$ cat config.mk
export PLATFORM = sky130hd
export DESIGN_NAME = tagged_queue_flat
export DESIGN_NICKNAME = d
export VERILOG_FILES = /design/src/rtl/tagged_queue_pkg.sv /design/src/rtl/tagged_queue_if.sv /design/src/rtl/tagged_queue_ram.sv /design/src/rtl/tagged_queue.sv /design/src/flat_wrapper.sv
export SDC_FILE = /design/constraint.sdc
export NUM_CORES = 1
export LEC_CHECK = 0
export CAP_MARGIN = 5
export CORE_ASPECT_RATIO = 1.25
export CORE_MARGIN = 3
export CORE_UTILIZATION = 55
export CTS_CLUSTER_SIZE = 12
export DETAILED_ROUTE_END_ITERATION = 8
export DONT_BUFFER_PORTS = 1
export PLACE_DENSITY = 0.7
export SYNTH_ARGS = -nofsm -noshare
export SYNTH_HDL_FRONTEND = slang
export SYNTH_SLANG_ARGS = --single-unit
$ cat constraint.sdc
create_clock -name clk -period 3.6 [get_ports clk]
set_clock_uncertainty 0.2 [all_clocks]
set_input_delay 0.72 -clock clk [delete_from_list [all_inputs] [get_ports clk]]
set_output_delay 0.72 -clock clk [all_outputs]
set_load 0.05 [all_outputs]
$ cat src/rtl/tagged_queue_pkg.sv
// tagged_queue_pkg: default sizes and the {tag, data} entry layout shared by the tagged_queue slice.
package tagged_queue_pkg;
  localparam int DEPTH_DEF = 4;
  localparam int DATA_W_DEF = 8;
  localparam int TAG_W_DEF = 2;
  typedef struct packed {
    logic [TAG_W_DEF-1:0] tag;
    logic [DATA_W_DEF-1:0] data;
  } entry_t;
endpackage

$ cat src/rtl/tagged_queue_if.sv
// tagged_queue_if: enqueue/dequeue handshake bundle; master is the producer/consumer side, slave the queue.
interface tagged_queue_if import tagged_queue_pkg::*; #(
  parameter int DEPTH = DEPTH_DEF,
  parameter int DATA_W = DATA_W_DEF,
  parameter int TAG_W = TAG_W_DEF
);
  logic io_enq_valid;
  logic io_enq_ready;
  logic [DATA_W-1:0] io_enq_bits;
  logic [TAG_W-1:0] io_enq_chosen;
  logic io_deq_valid;
  logic io_deq_ready;
  logic [DATA_W-1:0] io_deq_bits;
  logic [TAG_W-1:0] io_deq_chosen;
  logic [$clog2(DEPTH):0] io_count;
  modport master (
    output io_enq_valid, io_enq_bits, io_enq_chosen, io_deq_ready,
    input io_enq_ready, io_deq_valid, io_deq_bits, io_deq_chosen, io_count
  );
  modport slave (
    input io_enq_valid, io_enq_bits, io_enq_chosen, io_deq_ready,
    output io_enq_ready, io_deq_valid, io_deq_bits, io_deq_chosen, io_count
  );
endinterface

$ cat src/rtl/tagged_queue_ram.sv
// tagged_queue_ram: DEPTH x W storage, one synchronous write port and one asynchronous read port; not reset.
module tagged_queue_ram import tagged_queue_pkg::*; #(
  parameter int DEPTH = DEPTH_DEF,
  parameter int W = DATA_W_DEF + TAG_W_DEF
) (
  input  logic clk,
  input  logic we,
  input  logic [$clog2(DEPTH)-1:0] waddr,
  input  logic [W-1:0] wdata,
  input  logic [$clog2(DEPTH)-1:0] raddr,
  output logic [W-1:0] rdata
);
  logic [W-1:0] mem_q [DEPTH];
  always_ff @(posedge clk)
    if (we) mem_q[waddr] <= wdata;
  assign rdata = mem_q[raddr];
endmodule

$ cat src/rtl/tagged_queue.sv
// tagged_queue: circular FIFO storing {chosen, bits} per entry with occupancy count.
// Define TAGGED_QUEUE_FLOW_EN to let an empty queue pass an offered entry straight through.
module tagged_queue import tagged_queue_pkg::*; #(
  parameter int DEPTH = DEPTH_DEF,
  parameter int DATA_W = DATA_W_DEF,
  parameter int TAG_W = TAG_W_DEF
) (
  input logic clk,
  input logic reset,
  tagged_queue_if.slave q
);
  localparam int AW = $clog2(DEPTH);
  localparam int CW = AW + 1;
  localparam int W = DATA_W + TAG_W;
  logic [AW-1:0] head_q, head_d, tail_q, tail_d;
  logic maybe_full_q, maybe_full_d;
  logic empty, full, do_enq, do_deq;
  logic [W-1:0] rd;
  tagged_queue_ram #(.DEPTH(DEPTH), .W(W)) u_ram (
    .clk(clk),
    .we(do_enq),
    .waddr(tail_q),
    .wdata({q.io_enq_chosen, q.io_enq_bits}),
    .raddr(head_q),
    .rdata(rd)
  );
  always_comb begin
    empty = head_q == tail_q && !maybe_full_q;
    full = head_q == tail_q && maybe_full_q;
    q.io_enq_ready = !full;
`ifdef TAGGED_QUEUE_FLOW_EN
    q.io_deq_valid = !empty || q.io_enq_valid;
    {q.io_deq_chosen, q.io_deq_bits} = empty ? {q.io_enq_chosen, q.io_enq_bits} : rd;
    do_enq = q.io_enq_valid && !full && !(empty && q.io_deq_ready);
`else
    q.io_deq_valid = !empty;
    {q.io_deq_chosen, q.io_deq_bits} = rd;
    do_enq = q.io_enq_valid && !full;
`endif
    do_deq = !empty && q.io_deq_ready;
    head_d = do_deq ? head_q + AW'(1) : head_q;
    tail_d = do_enq ? tail_q + AW'(1) : tail_q;
    maybe_full_d = do_enq != do_deq ? do_enq : maybe_full_q;
    q.io_count = full ? CW'(DEPTH) : {1'b0, tail_q - head_q};
  end
  always_ff @(posedge clk or posedge reset)
    if (reset) begin
      head_q <= '0;
      tail_q <= '0;
      maybe_full_q <= 1'b0;
    end else begin
      head_q <= head_d;
      tail_q <= tail_d;
      maybe_full_q <= maybe_full_d;
    end
endmodule
$ cat src/flat_wrapper.sv
// flat-port wrapper written by rule: the top's interface ports become plain ports
module tagged_queue_flat import tagged_queue_pkg::*;
#(
  parameter int DEPTH = DEPTH_DEF,
  parameter int DATA_W = DATA_W_DEF,
  parameter int TAG_W = TAG_W_DEF
)
  (clk, reset, q_io_enq_valid, q_io_enq_bits, q_io_enq_chosen, q_io_deq_ready, q_io_enq_ready, q_io_deq_valid, q_io_deq_bits, q_io_deq_chosen, q_io_count);
  tagged_queue_if #(.DEPTH(DEPTH), .DATA_W(DATA_W), .TAG_W(TAG_W)) q_i ();
  input logic clk;
  input logic reset;
  input wire logic [$bits(q_i.io_enq_valid)-1:0] q_io_enq_valid;
  input wire logic [$bits(q_i.io_enq_bits)-1:0] q_io_enq_bits;
  input wire logic [$bits(q_i.io_enq_chosen)-1:0] q_io_enq_chosen;
  input wire logic [$bits(q_i.io_deq_ready)-1:0] q_io_deq_ready;
  output wire logic [$bits(q_i.io_enq_ready)-1:0] q_io_enq_ready;
  output wire logic [$bits(q_i.io_deq_valid)-1:0] q_io_deq_valid;
  output wire logic [$bits(q_i.io_deq_bits)-1:0] q_io_deq_bits;
  output wire logic [$bits(q_i.io_deq_chosen)-1:0] q_io_deq_chosen;
  output wire logic [$bits(q_i.io_count)-1:0] q_io_count;
  assign q_i.io_enq_valid = q_io_enq_valid;
  assign q_i.io_enq_bits = q_io_enq_bits;
  assign q_i.io_enq_chosen = q_io_enq_chosen;
  assign q_i.io_deq_ready = q_io_deq_ready;
  assign q_io_enq_ready = q_i.io_enq_ready;
  assign q_io_deq_valid = q_i.io_deq_valid;
  assign q_io_deq_bits = q_i.io_deq_bits;
  assign q_io_deq_chosen = q_i.io_deq_chosen;
  assign q_io_count = q_i.io_count;
  tagged_queue #(.DEPTH(DEPTH), .DATA_W(DATA_W), .TAG_W(TAG_W)) u_core (.clk(clk), .reset(reset), .q(q_i));
endmodule
==> flow_metrics.tcl, run 1 <==
set metrics [dict create \
    post_cts_resized 0 \
    boundaryPins 29 \
    cts.sinks 45 \
    gp_congestion 0.861 \
    drcViolationCount 0 \
    die_x_um 58.3 \
    drt-initial-drc-count 37 \
    final-max-slew-violation-count 0 \
    grt_max_degree 16 \
    cts_buffers 5 \
    wl_um 2690 \
    fin_nets 119 \
    insertion_delay_ns 0.28 \
    postCtsHoldBufs 0 \
    drive_gt1_share_pct 7.00 \
    worst_pin_slew_ns 0.943 \
    critPathMaxStageDelay_ns 0.61 \
    syn_nets 116 \
    via_per_inst 6.15 \
    root_buffer "clkbuf_8" \
    grt_pass1_vias 872 \
    tritoncts "built" \
    dp_hpwl_um 1830 \
    yosysTopAreaCell "edfxtp_1" \
    fmax_mhz 323 \
    crit_slowest_cell "dfrtp_1" \
    critical_path_class "flip-flop to output port" \
    status "complete, no violations" \
    fill_cells 247 \
    cts_setup_buffers 0 \
    r2r_start "u_core.head_q[0]$_DFFE_PP0P_" \
    setup_ws_ns 0.507 \
    dr.pass1.iters 4 \
    setup_viol 0 \
    regToRegEndpoint "u_core.u_ram.mem_q[2][3]$_DFFE_PP_" \
    rrSetupSlack_ns 1.02 \
    fp-row-count 23 \
    worst_r2r_path_depth 3 \
    htreeDepth 2 \
    synth_area_um2 1880 \
    ys_ff_latch 45 \
    hold_viol_final 0 \
    maxCapViolations 0 \
    synthCells 97 \
    dpl_cell_area_um2 1890 \
    grt_usage_pct 14.6 \
    whs_ns 0.0129 \
    ys_warn_count 0 \
    stdcell_area_um2 1970 \
    antenna_found_initial 0 \
    io_buffers 0 \
    cts_max_path_buffers 2 \
    synth_area_leaders "edfxtp_1, mux4_1, dfrtp_1, ha_1, inv_1" \
    synth_edf_count 40 \
    grt_pass1_wl_um 4290 \
    crit_path_end_kind "output port" \
    clkTransAtPathRegs_ns 0.07 \
    path_cells "ha_1 -> nand3_2 -> inv_1" \
    hold_class "input pin to async pin" \
    dp_slack_ns 0.778 \
    initial_core_util_pct 57.9 \
    synth_seq_area_share_pct 70.5 \
    crit_fanout 13 \
    synth_area_per_cell_um2 19.4 \
    yosysTopAreaCellShare_pct 63.8 \
    die_y_um 71.4 \
    avgRoutedWirePerCell_um 19.7 \
    synth_cell_type_count 22 \
    critical_path_arrival_ns 2.17 \
    min_period_ns 3.09 \
    period_share_pct 85.9 \
    fin_tns_setup_ns 0 \
    core_area_um2 3250 \
    dieArea_um2 4160 \
    yosys_most_used_dff "edfxtp_1" \
    async_flop_share_pct 11.1 \
    ant_nets 0 \
    required_ns 2.68 \
    grt_overflow 0 \
    rsz0062_at_grt "no" \
    vias 843 \
    diodes 0 \
    relSlewSlack_pct 36.7 \
    areaGrowthSynthToFinish_pct 4.65 \
    start_kind "flip-flop" \
]
## cell type report
type / instances / area [um2] / share of cell area, %
Multi-Input combinational cell: 41 / 494 / 25.1
Tap cell: 37 / 46.3 / 2.35
Clock inverter: 1 / 3.75 / 0.191
Clock buffer: 6 / 72.6 / 3.68
Sequential cell: 45 / 1330 / 67.3
Inverter: 7 / 26.3 / 1.33
## cells by family after synthesis
| group | synth area share (%) |
|---|---|
| mux | 15.1 |
| compound gates | 2.53 |
| simple gates | 3.46 |
| xor+xnor | 1.86 |
| flops | 70.5 |
| buf+inv | 3.26 |
| fa+ha+maj | 3.32 |
## state kept, by name (all words and copies together) (netlist names)
name,flops
u_core.u_ram.mem_q,40
u_core.head_q,2
u_core.tail_q,2
u_core.maybe_full_q,1
## worst max-delay path: cells and delay by family (launching register included)
kind | cells | cell delay (ns)
buffers and inverters | 1 | 0.46
DFF | 1 | 0.61
and+or+nand+nor | 1 | 0.33
adders and majority gates | 1 | 0.48
## synthesized netlist by cell type (all sizes together) (2+ instances only)
library cell,instances
xnor2,3
nand2,2
dfrtp,5
buf,4
inv,7
mux4,10
nand3,3
edfxtp,40
and3,4
o21ai,4
ha,5
a21oi,3
## worst max-delay path by stage
stage,depth (start not counted),startpoint,to
6_report,3,u_core.head_q[0]$_DFFE_PP0P_,q_io_count[2]
5_1_grt,3,u_core.head_q[0]$_DFFE_PP0P_,q_io_count[2]
4_1_cts,3,u_core.head_q[0]$_DFFE_PP0P_,q_io_count[2]
3_5_place_dp,3,u_core.head_q[0]$_DFFE_PP0P_,q_io_count[2]
3_3_place_gp,3,u_core.head_q[0]$_DFFE_PP0P_,q_io_count[2]
2_1_floorplan,3,u_core.tail_q[0]$_DFFE_PP0P_,q_io_count[1]
## metal layers
metal  routed length, um  share of wire, %  GRT usage (%)  vias up
li1                    -                 -              -      388
met1                1100                41           16.0      428
met2                1370                51           23.7       23
met3                 185               6.9           7.39        4
met4                  32               1.2           6.19        0
met5                   0                 0              0        -
## stage by stage
| step | util, % | cells |
|---|---|---|
| after detailed placement | 58.2 | 130 |
| after CTS | 60.6 | 137 |
| final | 60.6 | 137 |
| after floorplan | - | 97 |
| after global placement | 58.2 | 130 |
| after global routing | 60.6 | 137 |
## layout by cell type (no fill, tap or decap)
master / instances
a21oi_1: 3
a31oi_1: 1
and3_1: 4
clkbuf_1: 1
clkbuf_8: 5
clkinv_1: 1
dfrtp_1: 5
edfxtp_1: 40
ha_1: 5
inv_1: 7
mux2_2: 1
mux2i_1: 1
mux4_1: 10
nand2_1: 2
nand2b_1: 1
nand3_1: 2
nand3_2: 1
o21ai_0: 3
o21ai_1: 1
o22ai_1: 1
or2_1: 1
xnor2_1: 3
xor2_1: 1
Power of run 1 is not shown: default switching activity piles up to over one toggle a cycle in this logic, so the estimate is an artifact.
==> inputs of run 2 (changes only) <==
CTS_BUF_LIST = sky130_fd_sc_hd__clkbuf_4 sky130_fd_sc_hd__clkbuf_8   (was not set)
==> run 2 against run 1 <==
  * Die area unchanged
  * Utilization increased by 0.12 points
  * Flip-flop and latch count unchanged
  * Fmax about the same
  * Count of clock-buffer cells in the layout unchanged
  * Register-to-register slack about the same
  * Critical path depth unchanged
  * Setup slack got worse by 0.00098 ns
  * Largest cell class unchanged
  * Sequential share of layout area decreased by 0.13 points
==> flow_metrics.tcl, run 2 (same netlist as run 1, synthesis figures left out) <==
set metrics [dict create \
    fin_nets 119 \
    via_per_inst 6.16 \
    dp_slack_ns 0.778 \
    setup_viol 0 \
    min_period_ns 3.09 \
    relSlewSlack_pct 36.7 \
    vias 844 \
    diodes 0 \
    drive_gt1_share_pct 8.00 \
    gp_congestion 0.861 \
    worst_pin_slew_ns 0.943 \
    reg.largest.list "u_core.u_ram.mem_q (40), u_core.head_q (2), u_core.tail_q (2)" \
    htreeDepth 2 \
    crit_fanout 13 \
    placed_cells 130 \
    maxCapViolations 0 \
    crit_slowest_cell "dfrtp_1" \
    post_cts_resized 0 \
    core_area_um2 3250 \
    largest_register_ffs 40 \
    grt_pass1_vias 870 \
    path_cells "ha_1 -> nand3_2 -> inv_1" \
    dp_hpwl_um 1830 \
    final-max-slew-violation-count 0 \
    critical_path_class "flip-flop to output port" \
    hold_class "input pin to async pin" \
    root_buffer "clkbuf_8" \
    die_x_um 58.3 \
    setup_ws_ns 0.506 \
    dieArea_um2 4160 \
    ant_nets 0 \
    antenna_found_initial 0 \
    insertion_delay_ns 0.28 \
    fin_util_pct 60.7 \
    rsz0062_at_grt "no" \
    clkTransAtPathRegs_ns 0.07 \
    required_ns 2.68 \
    boundaryPins 29 \
    dr.pass1.iters 4 \
    cts_buffers 5 \
    period_share_pct 85.9 \
    fmax_mhz 323 \
    start_kind "flip-flop" \
    instances_no_fill 137 \
    cts_max_path_buffers 2 \
    die_y_um 71.4 \
    mostFrequentLayoutCells "edfxtp_1, mux4_1, inv_1" \
    tritoncts "built" \
    avgRoutedWirePerCell_um 19.6 \
    grt_pass1_wl_um 4280 \
    crit_path_end_kind "output port" \
    fin_tns_setup_ns 0 \
    io_buffers 0 \
    grt_overflow 0 \
    postCtsHoldBufs 0 \
    areaGrowthSynthToFinish_pct 4.85 \
    fp-row-count 23 \
    status "complete, no violations" \
    grt_usage_pct 14.6 \
    hold_viol_final 0 \
    wl_um 2690 \
    grt_max_degree 16 \
    fill_cells 246 \
    cts.sinks 45 \
    largest-register "u_core.u_ram.mem_q" \
    critical_path_arrival_ns 2.17 \
    initial_core_util_pct 57.9 \
    drt-initial-drc-count 27 \
    drcViolationCount 0 \
    final_common_cell "edfxtp_1" \
    critPathMaxStageDelay_ns 0.61 \
    cts_setup_buffers 0 \
]
run 2: cell type report:
cell class	instances	area [um2]	area share, %
Multi-Input combinational cell	41	494	25.0
Inverter	7	26.3	1.33
Sequential cell	45	1330	67.2
Clock inverter	1	3.75	0.190
Clock buffer	6	76.3	3.87
Tap cell	37	46.3	2.35
run 2: metal layers:
metal	vias up	track usage, %	wire length [um]
li1	388	-	-
met1	429	16.0	1100
met2	23	23.7	1370
met3	4	7.39	185
met4	0	6.19	32
met5	-	0	0
run 2: worst max-delay path, delay by kind of cell, from the launching register on:
| family | cells | cell delay (ns) |
|---|---|---|
| simple gates | 1 | 0.33 |
| flops | 1 | 0.61 |
| buf+inv | 1 | 0.46 |
| fa+ha+maj | 1 | 0.48 |
run 2: final timing paths:
path	from	to	slack [ns]	depth (start not counted)
min in group clk	q_io_deq_ready	u_core.maybe_full_q$_DFFE_PP0P_	0.33	1
max in group asynchronous	reset	u_core.tail_q[1]$_DFFE_PP0P_	3.02	1
min reg2reg	u_core.tail_q[0]$_DFFE_PP0P_	u_core.tail_q[0]$_DFFE_PP0P_	0.33	1
max reg2reg	u_core.head_q[0]$_DFFE_PP0P_	u_core.u_ram.mem_q[2][3]$_DFFE_PP_	1.01	3
min	reset	u_core.maybe_full_q$_DFFE_PP0P_	0.01	1
max	u_core.head_q[0]$_DFFE_PP0P_	q_io_count[2]	0.51	3
run 2: stage by stage:
stage | hold slack (ns) | instance area, um2
after floorplan | 0.298 | 1880
after global placement | 0.317 | 1890
after detailed placement | 0.319 | 1890
after CTS | 0.0137 | 1970
after global routing | 0.00240 | 1970
final | 0.0124 | 1970
Power of run 2 is left out for the same reason.
==> inputs of run 3 (changes only) <==
CORE_MARGIN = 1.5   (was 3)
==> run 3 against run 2 <==
  * First-iteration DRC count up 63%
  * Final cell count increased by 1.5%
  * Final area grew 2.0%
  * Hold slack gained 0.30 ns
  * Fmax fell by 1.1%
  * Setup slack got worse by 0.036 ns
  * Register-to-register slack worse by 0.02 ns
  * Flip-flop and latch count did not move
  * Count of clock-buffer cells in the layout stayed put
  * Critical endpoint unchanged
  * Largest cell class unchanged
==> flow_metrics.tcl, run 3 (same netlist as run 1, synthesis figures left out) <==
set metrics [dict create \
    reg.largest.list "u_core.u_ram.mem_q (40), u_core.head_q (2), u_core.tail_q (2)" \
    cts.sinks 45 \
    relSlewSlack_pct 36.4 \
    grt_overflow 0 \
    vias 838 \
    setup_viol 0 \
    clkTransAtPathRegs_ns 0.08 \
    grt_pass1_wl_um 4300 \
    cts_buffers 5 \
    fill_cells 238 \
    maxCapViolations 0 \
    fin_nets 120 \
    regToRegEndpoint "u_core.u_ram.mem_q[3][7]$_DFFE_PP_" \
    wl_um 2680 \
    grt_usage_pct 16.4 \
    hold_class "input pin to flip-flop" \
    final_common_cell "edfxtp_1" \
    core_area_um2 3220 \
    min_period_ns 3.13 \
    dp_hpwl_um 1730 \
    worst_r2r_path_depth 3 \
    setup_ws_ns 0.471 \
    drive_gt1_share_pct 8.82 \
    cp-endpoint "q_io_count[2]" \
    r2r_start "u_core.head_q[0]$_DFFE_PP0P_" \
    ant_nets 0 \
    dr.pass1.iters 4 \
    dp_slack_ns 0.792 \
    dieArea_um2 3780 \
    cts_max_path_buffers 2 \
    final-max-slew-violation-count 0 \
    critical_path_arrival_ns 2.21 \
    largest-register "u_core.u_ram.mem_q" \
    gp_congestion 0.880 \
    worst_pin_slew_ns 0.948 \
    fp-row-count 23 \
    boundaryPins 29 \
    crit_path_end_kind "output port" \
    rrSetupSlack_ns 0.99 \
    post_cts_resized 0 \
    htreeDepth 2 \
    tritoncts "built" \
    mostFrequentLayoutCells "edfxtp_1, mux4_1, inv_1" \
    postCtsHoldBufs 1 \
    period_share_pct 86.9 \
    fin_tns_setup_ns 0 \
    whs_ns 0.312 \
    drcViolationCount 0 \
    io_buffers 0 \
    critical_path_class "flip-flop to output port" \
    initial_core_util_pct 58.4 \
    antenna_found_initial 0 \
    grt_max_degree 16 \
    critPathLaunch "u_core.head_q[0]$_DFFE_PP0P_" \
    die_y_um 68.4 \
    via_per_inst 6.03 \
    diodes 0 \
    areaGrowthSynthToFinish_pct 6.98 \
    required_ns 2.68 \
    hold_viol_final 0 \
    cts_setup_buffers 0 \
    fmax_mhz 320 \
    insertion_delay_ns 0.30 \
    root_buffer "clkbuf_8" \
    avgRoutedWirePerCell_um 19.3 \
    start_kind "flip-flop" \
    drt-initial-drc-count 44 \
    rsz0062_at_grt "no" \
    grt_pass1_vias 854 \
    crit_fanout 13 \
    die_x_um 55.3 \
    largest_register_ffs 40 \
    status "complete, no violations" \
]
==> run 3: worst min-delay path by stage <==
| stage | from | endpoint | slack, ns | depth (start not counted) |
|---|---|---|---|---|
| finish | q_io_enq_chosen[0] | u_core.u_ram.mem_q[2][8]$_DFFE_PP_ | 0.31 | 0 |
| global route | q_io_enq_chosen[1] | u_core.u_ram.mem_q[0][9]$_DFFE_PP_ | 0.30 | 0 |
| CTS | q_io_enq_chosen[0] | u_core.u_ram.mem_q[2][8]$_DFFE_PP_ | 0.30 | 0 |
| detailed placement | reset | u_core.maybe_full_q$_DFFE_PP0P_ | 0.32 | 1 |
| global placement | reset | u_core.tail_q[1]$_DFFE_PP0P_ | 0.32 | 1 |
| floorplan | reset | u_core.head_q[0]$_DFFE_PP0P_ | 0.30 | 1 |
==> run 3: critical path, stage by stage, from the launching register on <==
cell and delay (ns):
dfrtp_1 0.62, ha_1 0.49, nand3_2 0.33, inv_1 0.46
==> run 3: area by class of cell <==
type | count | area, um2 | area share, %
repair buffers | 1 | 10.0 | 0.497
clock buffers | 6 | 76.3 | 3.79
flip-flops and latches | 45 | 1330 | 65.9
well taps | 37 | 46.3 | 2.30
inverters | 7 | 26.3 | 1.31
multi-input cells | 41 | 494 | 24.5
clock inverters | 2 | 33.8 | 1.68
==> run 3: through the flow <==
| step | std cells | cell area [um2] | util (%) |
|---|---|---|---|
| after detailed placement | 130 | 1890 | 58.7 |
| after floorplan | 97 | 1880 | - |
| after CTS | 139 | 2010 | 62.5 |
| after global placement | 130 | 1890 | 58.7 |
| after global routing | 139 | 2010 | 62.5 |
| final | 139 | 2010 | 62.5 |
==> run 3: per-layer routing <==
layer  part of all wire [%]  global-route usage, %  vias up
met4                    2.8                   11.0        0
li1                       -                      -      393
met5                      0                      0        -
met2                     49                   26.9       22
met1                     42                   17.9      417
met3                    5.8                   6.43        6
Power of run 3 is left out for the same reason.
